**src/rtl/alu_pipe.sv**
```systemverilog
// Two-stage pipelined ALU with valid/ready handshakes on both sides.
// S1 holds the accepted operands/opcode; the result and flags are computed
// combinationally from S1 and captured into S2 when S1 advances. A persistent
// carry register supports multi-word ADC/SBC chains.
module alu_pipe #(
  parameter int WIDTH = 16,
  parameter int SHW   = 4
) (
  input  logic             clk,
  input  logic             rst,
  input  logic             in_valid,
  output logic             in_ready,
  input  logic [WIDTH-1:0] alu_a,
  input  logic [WIDTH-1:0] alu_b,
  input  logic [3:0]       alu_func,
  output logic             out_valid,
  input  logic             out_ready,
  output logic [WIDTH-1:0] alu_out,
  output logic             flag_z,
  output logic             flag_n,
  output logic             flag_c,
  output logic             flag_v,
  output logic             func_err
);

  logic             s1_valid_q, s1_valid_d;
  logic [WIDTH-1:0] s1_a_q, s1_a_d;
  logic [WIDTH-1:0] s1_b_q, s1_b_d;
  logic [3:0]       s1_func_q, s1_func_d;

  logic             s2_valid_q, s2_valid_d;
  logic [WIDTH-1:0] out_q, out_d;
  logic             z_q, z_d, n_q, n_d, c_q, c_d, v_q, v_d, err_q, err_d;
  logic             c_reg_q, c_reg_d;

  logic             s2_adv, in_acc;
  logic [WIDTH-1:0] res, bp;
  logic [WIDTH:0]   sum;
  logic [SHW-1:0]   sh;
  logic             cin, is_arith, fc, fv, ferr;

  // Handshake: S1 may take a new op when empty or when it moves into S2 this cycle
  assign s2_adv   = s1_valid_q && (!s2_valid_q || out_ready);
  assign in_ready = !rst && (!s1_valid_q || s2_adv);
  assign in_acc   = in_valid && in_ready;

  assign out_valid = s2_valid_q;
  assign alu_out   = out_q;
  assign flag_z    = z_q;
  assign flag_n    = n_q;
  assign flag_c    = c_q;
  assign flag_v    = v_q;
  assign func_err  = err_q;

  // Result and flags from the operation sitting in S1
  always_comb begin
    res      = '0;
    bp       = s1_b_q;
    cin      = 1'b0;
    is_arith = 1'b0;
    ferr     = 1'b0;
    fc       = 1'b0;
    fv       = 1'b0;
    sh       = s1_b_q[SHW-1:0];
    case (s1_func_q)
      4'd0:  res = s1_b_q;
      4'd1:  is_arith = 1'b1;
      4'd2:  begin is_arith = 1'b1; bp = ~s1_b_q; cin = 1'b1;    end
      4'd3:  res = s1_a_q & s1_b_q;
      4'd4:  res = s1_a_q | s1_b_q;
      4'd5:  res = s1_a_q << sh;
      4'd6:  res = s1_a_q >> sh;
      4'd7:  res = s1_a_q ^ s1_b_q;
      4'd8:  res = $unsigned($signed(s1_a_q) >>> sh);
      4'd9:  begin is_arith = 1'b1; cin = c_reg_q;                end
      4'd10: begin is_arith = 1'b1; bp = ~s1_b_q; cin = c_reg_q; end
      4'd11: res = ~s1_a_q;
      default: ferr = 1'b1;
    endcase
    sum = {1'b0, s1_a_q} + {1'b0, bp} + {{WIDTH{1'b0}}, cin};
    if (is_arith) begin
      res = sum[WIDTH-1:0];
      fc  = sum[WIDTH];
      fv  = (s1_a_q[WIDTH-1] == bp[WIDTH-1]) && (res[WIDTH-1] != s1_a_q[WIDTH-1]);
    end
  end

  // Next-state for both pipeline stages and the chain carry
  always_comb begin
    s1_valid_d = s1_valid_q;
    s1_a_d     = s1_a_q;
    s1_b_d     = s1_b_q;
    s1_func_d  = s1_func_q;
    s2_valid_d = s2_valid_q;
    out_d      = out_q;
    z_d        = z_q;
    n_d        = n_q;
    c_d        = c_q;
    v_d        = v_q;
    err_d      = err_q;
    c_reg_d    = c_reg_q;

    if (in_acc) begin
      s1_valid_d = 1'b1;
      s1_a_d     = alu_a;
      s1_b_d     = alu_b;
      s1_func_d  = alu_func;
    end else if (s2_adv) begin
      s1_valid_d = 1'b0;
    end

    if (s2_adv) begin
      s2_valid_d = 1'b1;
      out_d      = res;
      z_d        = (res == '0);
      n_d        = res[WIDTH-1];
      c_d        = fc;
      v_d        = fv;
      err_d      = ferr;
      if (is_arith) c_reg_d = fc;
    end else if (s2_valid_q && out_ready) begin
      s2_valid_d = 1'b0;
    end
  end

  // State registers with synchronous reset
  always_ff @(posedge clk) begin
    if (rst) begin
      s1_valid_q <= 1'b0;
      s1_a_q     <= '0;
      s1_b_q     <= '0;
      s1_func_q  <= '0;
      s2_valid_q <= 1'b0;
      out_q      <= '0;
      z_q        <= 1'b0;
      n_q        <= 1'b0;
      c_q        <= 1'b0;
      v_q        <= 1'b0;
      err_q      <= 1'b0;
      c_reg_q    <= 1'b0;
    end else begin
      s1_valid_q <= s1_valid_d;
      s1_a_q     <= s1_a_d;
      s1_b_q     <= s1_b_d;
      s1_func_q  <= s1_func_d;
      s2_valid_q <= s2_valid_d;
      out_q      <= out_d;
      z_q        <= z_d;
      n_q        <= n_d;
      c_q        <= c_d;
      v_q        <= v_d;
      err_q      <= err_d;
      c_reg_q    <= c_reg_d;
    end
  end

endmodule

```
**config.mk**
```make
export PLATFORM = sky130hd
export DESIGN_NAME = alu_pipe
export DESIGN_NICKNAME = d
export VERILOG_FILES = /design/src/rtl/alu_pipe.sv
export SDC_FILE = /design/constraint.sdc
export NUM_CORES = 1
export LEC_CHECK = 0
export ABC_AREA = 1
export CAP_MARGIN = 10
export CORE_UTILIZATION = 30
export CTS_BUF_LIST = sky130_fd_sc_hd__clkbuf_4 sky130_fd_sc_hd__clkbuf_8
export DETAILED_ROUTE_END_ITERATION = 8
export HOLD_SLACK_MARGIN = 0.03
export PLACE_DENSITY_LB_ADDON = 0.25
export SKIP_CTS_REPAIR_TIMING = 1
export SYNTH_ARGS = -nofsm -noshare
export SYNTH_HDL_FRONTEND = slang
export SYNTH_SLANG_ARGS = --single-unit
export TNS_END_PERCENT = 10
```
**constraint.sdc**
```tcl
create_clock -name clk -period 7.61 [get_ports clk]
set_input_delay 0.761 -clock clk [delete_from_list [all_inputs] [get_ports clk]]
set_output_delay 0.761 -clock clk [all_outputs]
set_load 0.03 [all_outputs]
```
* After elaboration in Yosys (flattened, before gate mapping) *
Cells that the tools add are included.

word-level totals
  latch bits = 0
  word-level logic and storage cells = 66
  memory bits (writable) = 0
  memories kept = 0
  register bits = 60
  output and inout port bits = 23
  input port bits = 40
  bits in read-only memories = 0

operators by class
  reductions and logical operators = 19
  bitwise operators = 5
  multiply operators = 0
  div/mod/pow operators = 0
  magnitude comparators = 0
  multiplexer cells = 12
  add/subtract/negate cells = 2
  eq/ne operators = 13
  shift operators = 3

operators with widths
  operator              number
  $pmux W16 S8          1
  $mux W16              2
  $not A16 Y16          2
  $add A16 B16 Y17      1
  $add A17 B1 Y17       1
  $and A16 B16 Y16      1
  $eq A4 B3 Y1 const B  4
  $eq A4 B4 Y1 const B  4
  $logic_not A16 Y1     1
  $or A16 B16 Y16       1
  $shl A16 B4 Y16       1
  $shr A16 B4 Y16       1
  $sshr A16 B4 Y16      1
  $xor A16 B16 Y16      1
  $reduce_or A12 Y1     1
  $eq A4 B2 Y1 const B  2
  $mux W1               8
  $logic_and A1 B1 Y1   5
  $eq A4 B1 Y1 const B  1
  $logic_not A4 Y1      1
  $reduce_bool A2 Y1    2
  $reduce_or A2 Y1      2
  $reduce_or A4 Y1      1
  $logic_not A1 Y1      3
  5 further kinds       6

* Depth between registers and ports, before layout *
Gate-level depths: netlist of the first run.

  depth after elaboration = 8
  depth in mapped cells = 22

* Least setup slack after synthesis of the first run *
Ideal clock, no wire load.

  kind = register to register
  from = register s1_func_q[0]
  to = register z_q, in the netlist flag_z
  cell stages (with the launch flop) = 20
  data arrival time = 2.563 ns
  buffers on the path = 0
  path slack = 4.977 ns
  library setup time = 0.070 ns
  cells stage by stage = dfxtp_1 inv_2 nand2_1 inv_1 nand2_1 xor2_1 fa_1 inv_1 fa_1 nand3_1 nand3_1 nand2_1 nand3b_1 nand3_1 nand3_1 nor2_1 nand2_1 nor2_1 nand3_1 a21oi_1

on the way
  cells in the longest elaborated chain, start to end = 7
  elaborated cells between the ends (all ways) = 23
  classes of those cells = add/sub (2); eq/ne (11); mux (5); reduce/logical (5)

RTL lines
  item                                          line  text
  start: declaration                            29    logic [3:0] s1_func_q, s1_func_d;
  start signal: assignment                      145   s1_func_q <= s1_func_d;
  $eq A4 B4 Y1 or $eq A4 B2 Y1 (tied branches)  65    case (s1_func_q)
  $reduce_or A2 Y1 (no source line)             --
  $mux W16                                      --
  $add A16 B16 Y17                              80    sum = {1'b0, s1_a_q} + {1'b0, bp} + {{WIDTH{1'b0}}, cin};
  $add A17 B1 Y17                               80
  $mux W16 *                                    81    if (is_arith) begin
  $logic_not A16 Y1 *                           115   z_d = (res == '0);
  end signal: assignment                        148   z_q <= z_d;
  end: declaration                              33    logic z_q, z_d, n_q, n_d, c_q, c_d, v_q, v_d, err_q, err_d;

Every way passes the cells marked *; elsewhere a longest branch is shown, timed or not.
A chain may end at the register's enable or synchronous reset.

* Final worst setup path of the first run *
Same ends and word-level chain as after synthesis.

==> metrics.md, run 1 <==
| Metric | Value |
|---|---|
| Status | completed |
| Largest family of logic cells by synthesized area | simple AND/OR/NAND/NOR gates |
| Wire per inst | between 15 and 20 um |
| Synth Area in Adders | about a tenth |
| Netlist Area Pre-Place | between 0.006 and 0.007 mm^2 |
| Rel. slew slack | a little under a fifth |
| GP Congestion | 0.956 |
| Worst slew pin tran | 1.22 ns |
| Post-synthesis mux area share | 0% |
| Fin. Hold Viols | 0 |
| Site Rows | 51 |
| Worst hold path class | reg2reg |
| Seq cells post-synth | 59 |
| Initial antenna violation count | 0 |
| Grt peak-use layer | met2 |
| Fill cell total of the finished layout | approximately 2,200 |
| Worst-Skew Late Latency | 0.37 ns |
| Min Hold Slack | 0.473 ns |
| CP Data Required Time | approximately 8 ns |
| Worst R2R End | flag_z |
| Synth area leaders | nand2_1 23%, dfxtp_1 19%, nand3_1 12% |
| Area growth syn-to-layout | 15.0% |
| H-tree Lvls | 3 |
| DIE WIDTH | 144 um |
| Synth Area in Simple Gates | 45.0% |
| Post-route ant nets | 0 |
| Fin nets | approximately 1,200 |
| Crit. End Element | register |
| Die height | around 140 um |
| Reg2Reg Launch Point | s1_func_q[0] |
| Core area | approximately 0.020 mm^2 |
| Unrepaired setup endpoints after global routing | no |
| Part of the cycle the worst path needs | between 40% and 50% |
| Top cell type's share of synthesized area | between 20% and 30% |
| Vias in the first global route | approximately 6,100 |
| Crit Path Max Fanout | 16 |
| Synth Net Count | 1,137 |
| Clock skew | around 0.018 ns |
| Final slew viol count | 0 |
| Antenna Cells | 0 |
| Xor/xnor share of the synthesized area | between 2 and 2.5% |
| Gr usage total | a little over a fifth |
| Synth cell types | 33 |
| Setup-failing EPs final | 0 |
| Maxcap violations | 0 |
| Critical path launch point | s1_func_q[0] |
| CTS root buffer | clkbuf_8 |
| Largest net degree at the start of global routing | 73 |
| Clock sinks | just under 60 |
| Commonest non-fill, non-tap cell in the layout | nand2_1 |
| Vias per inst | between 4 and 5 |
| CP arrival | about 3.7 ns |
| Pre-antenna DRT Iters | 7 |
| Hold depth | 2 |
| Pwr Total | ~0.0011 W |
| Tmin final | 3.40 ns |
| Starting Density | 30.9% |
| Io pins | 63 |
| CTS max path bufs | 2 |
| Worst Setup Path Type | reg2reg |
| Total CTS buffers | 9 |
| Pre-CTS setup slack | between 4 and 5 ns |
| Layout cells sized above 1 | ~4.2% |
| DP HPWL | 16,800 um |
| Register area share after synthesis | 19.5% |
| Static leakage | between 3 and 4 nW |
| First-pass GRT wire length | roughly 34,000 um |
| Port-buffer cells | 62 |
| Reg2Reg Depth | 20 |
| R2r setup slk | roughly 4.2 ns |
| Met2 Usage GRT | roughly a third |
| Most frequent cells in the layout | 373 x nand2_1, 150 x nand3_1, 103 x inv_1 |
| Peak VDD IR | 0.0722 mV |
| Post-Syn Area per Cell | 5.79 um^2 |
| Power density cells | 154 mW/mm^2 |
| DRC viols | 0 |
| Fmax | 0.294 GHz |
| Met3 usage | under 10% |
| End point of the critical path | flag_z |
| Initial DRC Count | 547 |
| Leading area contributor after synthesis | nand2_1 |
| Post-layout util | between 30 and 40% |
| TritonCTS clock tree | done |
| Vias | a little under 7,000 |
| Compound-cell area share of the yosys netlist | roughly 11% |
| Post-Syn Instances | ~1,000 |
| Setup TNS | 0 ns |
| CTS clk-pin slew, worst paths | roughly 0.070 ns |
| Total gr overflow | 0 |
| Setup crit start kind | register |
| Synth warn | 0 |
| GRT met1 Usage | 28.6% |
| Setup WS post-layout | 4.21 ns |
| Final WL | approximately 22,000 um |
| Die ar. | about 0.021 mm^2 |
-- registers in the layout, indices dropped and copies added (netlist names), 4 cells and up --
signal and cells:
alu_out 16, s1_a_q 16, s1_b_q 16, s1_func_q 4
-- report_power, final --
part | switching [W] | internal (W) | total [W]
logic | 0.000275 | 0.000142 | 0.000418
clock network | 0.000131 | 0.000159 | 0.000290
registers | 0.0000331 | 0.000331 | 0.000364
total | 0.000440 | 0.000633 | 0.00107
-- synth_stat cells --
library cell / n
inv_1: 103
clkbuf_4: 2
and3_1: 1
inv_2: 8
nand3_1: 150
xnor2_1: 1
and2_1: 3
a21oi_2: 2
nor2_1: 102
o31ai_1: 36
or2_2: 2
nor2_2: 6
xor2_1: 16
nor3_1: 2
fa_1: 2
nand2_2: 5
o22ai_1: 1
ha_1: 48
dfxtp_1: 59
buf_2: 10
clkbuf_1: 18
nand4_1: 8
a21oi_1: 29
o211ai_1: 5
nand3b_1: 4
a22oi_1: 1
clkbuf_8: 1
o21ai_1: 1
nand2_1: 373
o21ai_0: 33
buf_4: 5
a31oi_1: 1
buf_6: 9
-- metal layers --
metal  wire [um]  up-vias
met5           0        -
met4         930        0
met3        1270       47
met2        9630      223
met1        9870     3012
li1            -     3450
-- kinds of logic after synthesis --
logic type / after synthesis
flip-flops: 59
buffers and inverters: 156
adder cells (fa/ha/maj): 50
AO/OA/AOI/OAI: 109
XOR/XNOR: 17
AND/OR/NAND/NOR: 656
-- stage by stage --
step	std cells	area, um^2
after CTS	1350	6970
after detailed placement	1336	6790
final	1350	6970
after floorplan	1047	6060
after global routing	1350	6970
after global placement	1336	6790
-- worst max-delay path, stage by stage (launching register included) --
cell     delay (ns)
dfxtp_1        0.38
inv_2          0.06
nand2_1        0.10
inv_1          0.08
nand2_1        0.57
xor2_1         0.17
fa_1           0.40
inv_1          0.13
fa_1           0.27
nand3_1        0.09
nand3_1        0.13
nand3_1        0.11
nand3_1        0.10
nand2_1        0.06
nand3_1        0.09
nand3_1        0.11
nor2_1         0.12
nand2_1        0.07
nor2_1         0.08
nand3_1        0.08
a21oi_1        0.14
-- worst min path at each step --
stage	start	endpoint	slack, ns
2_1_floorplan	s1_valid_q	out_valid	0.45
3_3_place_gp	flag_v	flag_v	0.46
3_5_place_dp	flag_v	flag_v	0.46
4_1_cts	flag_v	flag_v	0.47
5_1_grt	flag_v	flag_v	0.49
6_report	flag_v	flag_v	0.47
-- area by class of cell --
type / instances / area, um^2 / share of cell area [%]
clock buffer: 11 / 145 / 2.08
clock inverter: 3 / 40.0 / 0.574
inverter: 111 / 417 / 5.98
tap: 265 / 332 / 4.76
multi-input combinational: 832 / 4190 / 60.1
timing repair buffer: 69 / 668 / 9.59
sequential: 59 / 1180 / 16.9
Note: power is estimated with default switching activity, not from simulation.
==> run 2, diff against run 1 <==
clock period = 2.9 ns   (was 7.61 ns; I/O delays follow)
==> metrics.md, run 2 (synthesis gave the netlist of run 1 again) <==
| Metric | Value |
|---|---|
| First-pass GRT wire length | 33,800 um |
| Antenna Cells | 0 |
| Worst hold path class | in2reg |
| Worst Path Buf+Inv | 4 |
| CP top delay family | simple AND/OR/NAND/NOR gates |
| Largest net degree at the start of global routing | 73 |
| Setup-failing EPs final | 0 |
| Io pins | 63 |
| DP HPWL | about 17,000 um |
| CTS root buffer | clkbuf_8 |
| Power density cells | 415 mW/mm^2 |
| Commonest non-fill, non-tap cell in the layout | nand2_1 |
| CP arrival | 3.05 ns |
| Total gr overflow | 0 |
| Fin. Hold Viols | 0 |
| Total CTS buffers | 9 |
| H-tree Lvls | 3 |
| Vias per inst | 4.93 |
| Status | completed |
| Port-buffer cells | just over 60 |
| DIE WIDTH | ~140 um |
| Worst slew pin tran | a little under 0.8 ns |
| Setup TNS | 0 ns |
| Reg power frac | between 30% and 40% |
| Switch share | roughly 39% |
| TritonCTS clock tree | done |
| Gr usage total | a little over a fifth |
| Final slew viol count | 0 |
| Area growth syn-to-layout | 23.4% |
| Critical Path, Cell by Cell | inv_2, nand2_2, inv_2, nand2_4, buf_12, xor2_1, ha_1, nand2_1, nand2_1, inv_2, nand3_2, or2_2, nand3_1, nand3_2, nor2_1, nand3_1, nor2_1, nand3_1, a21oi_2 |
| GP Congestion | 0.957 |
| Maxcap violations | 0 |
| DRC viols | 0 |
| Peak VDD IR | 0.211 mV |
| Core area | roughly 0.020 mm^2 |
| Die ar. | 0.0208 mm^2 |
| Clock sinks | 59 |
| CP max stage cell | ha_1 |
| Most frequent cells in the layout | 363 x nand2_1, 138 x nand3_1, 100 x inv_1 |
| CTS max path bufs | 2 |
| Static leakage | 3.71 nW |
| Starting Density | between 30% and 40% |
| Vias | 6,808 |
| Comb power frac | about 40% |
| Site Rows | 51 |
| Internal | about 0.0019 W |
| Pre-antenna DRT Iters | 5 |
| Fill cell total of the finished layout | 2,218 |
| Worst-Skew Late Latency | around 0.37 ns |
| Worst Setup Path Type | reg2reg |
| Fmax | about 0.36 GHz |
| Clock skew | approximately 0.012 ns |
| Fin nets | 1,202 |
| Dpl cells | around 1,400 |
| Crit Path Max Fanout | 12 |
| Layout cells sized above 1 | approximately an eighth |
| Initial antenna violation count | 0 |
| Layout Cells excl Fill | ~1,400 |
| Largest stage delay, worst path | ~0.37 ns |
| Final WL | 22,100 um |
| Setup crit start kind | register |
| Vias in the first global route | between 6,000 and 7,000 |
| Clk pwr share | 29.8% |
| Wire per inst | ~16 um |
| NetSw | around 0.0012 W |
| CTS clk-pin slew, worst paths | roughly 0.070 ns |
| Rel. slew slack | ~47% |
| Initial DRC Count | approximately 500 |
| Part of the cycle the worst path needs | 94.7% |
| Crit. End Element | register |
| CP Data Required Time | 3.20 ns |
| Post-route ant nets | 0 |
| Tmin final | 2.75 ns |
| Die height | approximately 140 um |
==> run 2: worst register-to-register path: stages, from the launching register on <==
cell and delay [ns]:
dfxtp_2 0.33, inv_2 0.07, nand2_2 0.07, inv_2 0.09
nand2_4 0.07, buf_12 0.15, xor2_1 0.14, ha_1 0.37
nand2_1 0.09, nand2_1 0.10, inv_2 0.08, nand3_2 0.10
or2_2 0.28, nand3_1 0.11, nand3_2 0.10, nor2_1 0.10
nand3_1 0.07, nor2_1 0.11, nand3_1 0.10, a21oi_2 0.16
==> run 2: area by class of cell <==
type                       count  area [um^2]  share of cell area [%]
inverter                     111          417                    5.57
sequential                    59         1180                    15.8
timing repair buffer          99          922                    12.3
clock inverter                 3         68.8                   0.920
clock buffer                  13          173                    2.31
tap                          265          332                    4.43
multi-input combinational    832         4390                    58.6
==> run 2: metrics by stage <==
stage                     setup WS, ns  hold slack (ns)  util (%)  power [W]  area, um^2
after floorplan                  0.267            0.403         -    0.00170        6060
after global placement          0.0193            0.466      35.3    0.00209        6930
after detailed placement       -0.0134            0.467      35.3    0.00208        6930
after CTS                      -0.0416            0.387      36.5    0.00300        7170
after global routing           -0.0467            0.442      38.1    0.00329        7480
final                            0.154            0.390      38.1    0.00311        7480
==> run 2: final timing paths <==
check,slack [ns],startpoint,end,depth (start not counted)
worst max-delay path,0.15,s1_func_q[0],flag_z,19
worst min-delay path,0.39,rst,alu_out[9],4
worst max register to register,0.15,s1_func_q[0],flag_z,19
worst min register to register,0.47,flag_c,flag_c,2
==> run 2: per-layer routing <==
metal / up-vias / part of all wire [%] / routed length (um) / track usage [%]
li1: 3497 / - / - / -
met1: 3079 / 47 / 10300 / 29.0
met2: 198 / 46 / 10200 / 35.4
met3: 34 / 5.0 / 1100 / 3.18
met4: 0 / 2.3 / 497 / 7.48
met5: - / 0 / 0 / 0
==> run 2: power by group through the flow <==
stage / logic [W] / registers [W] / clock network (W)
2_1_floorplan: 0.000735 / 0.000967 / 0
3_3_place_gp: 0.00113 / 0.000958 / 0
3_5_place_dp: 0.00112 / 0.000959 / 0
4_1_cts: 0.00113 / 0.000940 / 0.000937
5_1_grt: 0.00137 / 0.000949 / 0.000967
6_report: 0.00124 / 0.000943 / 0.000924
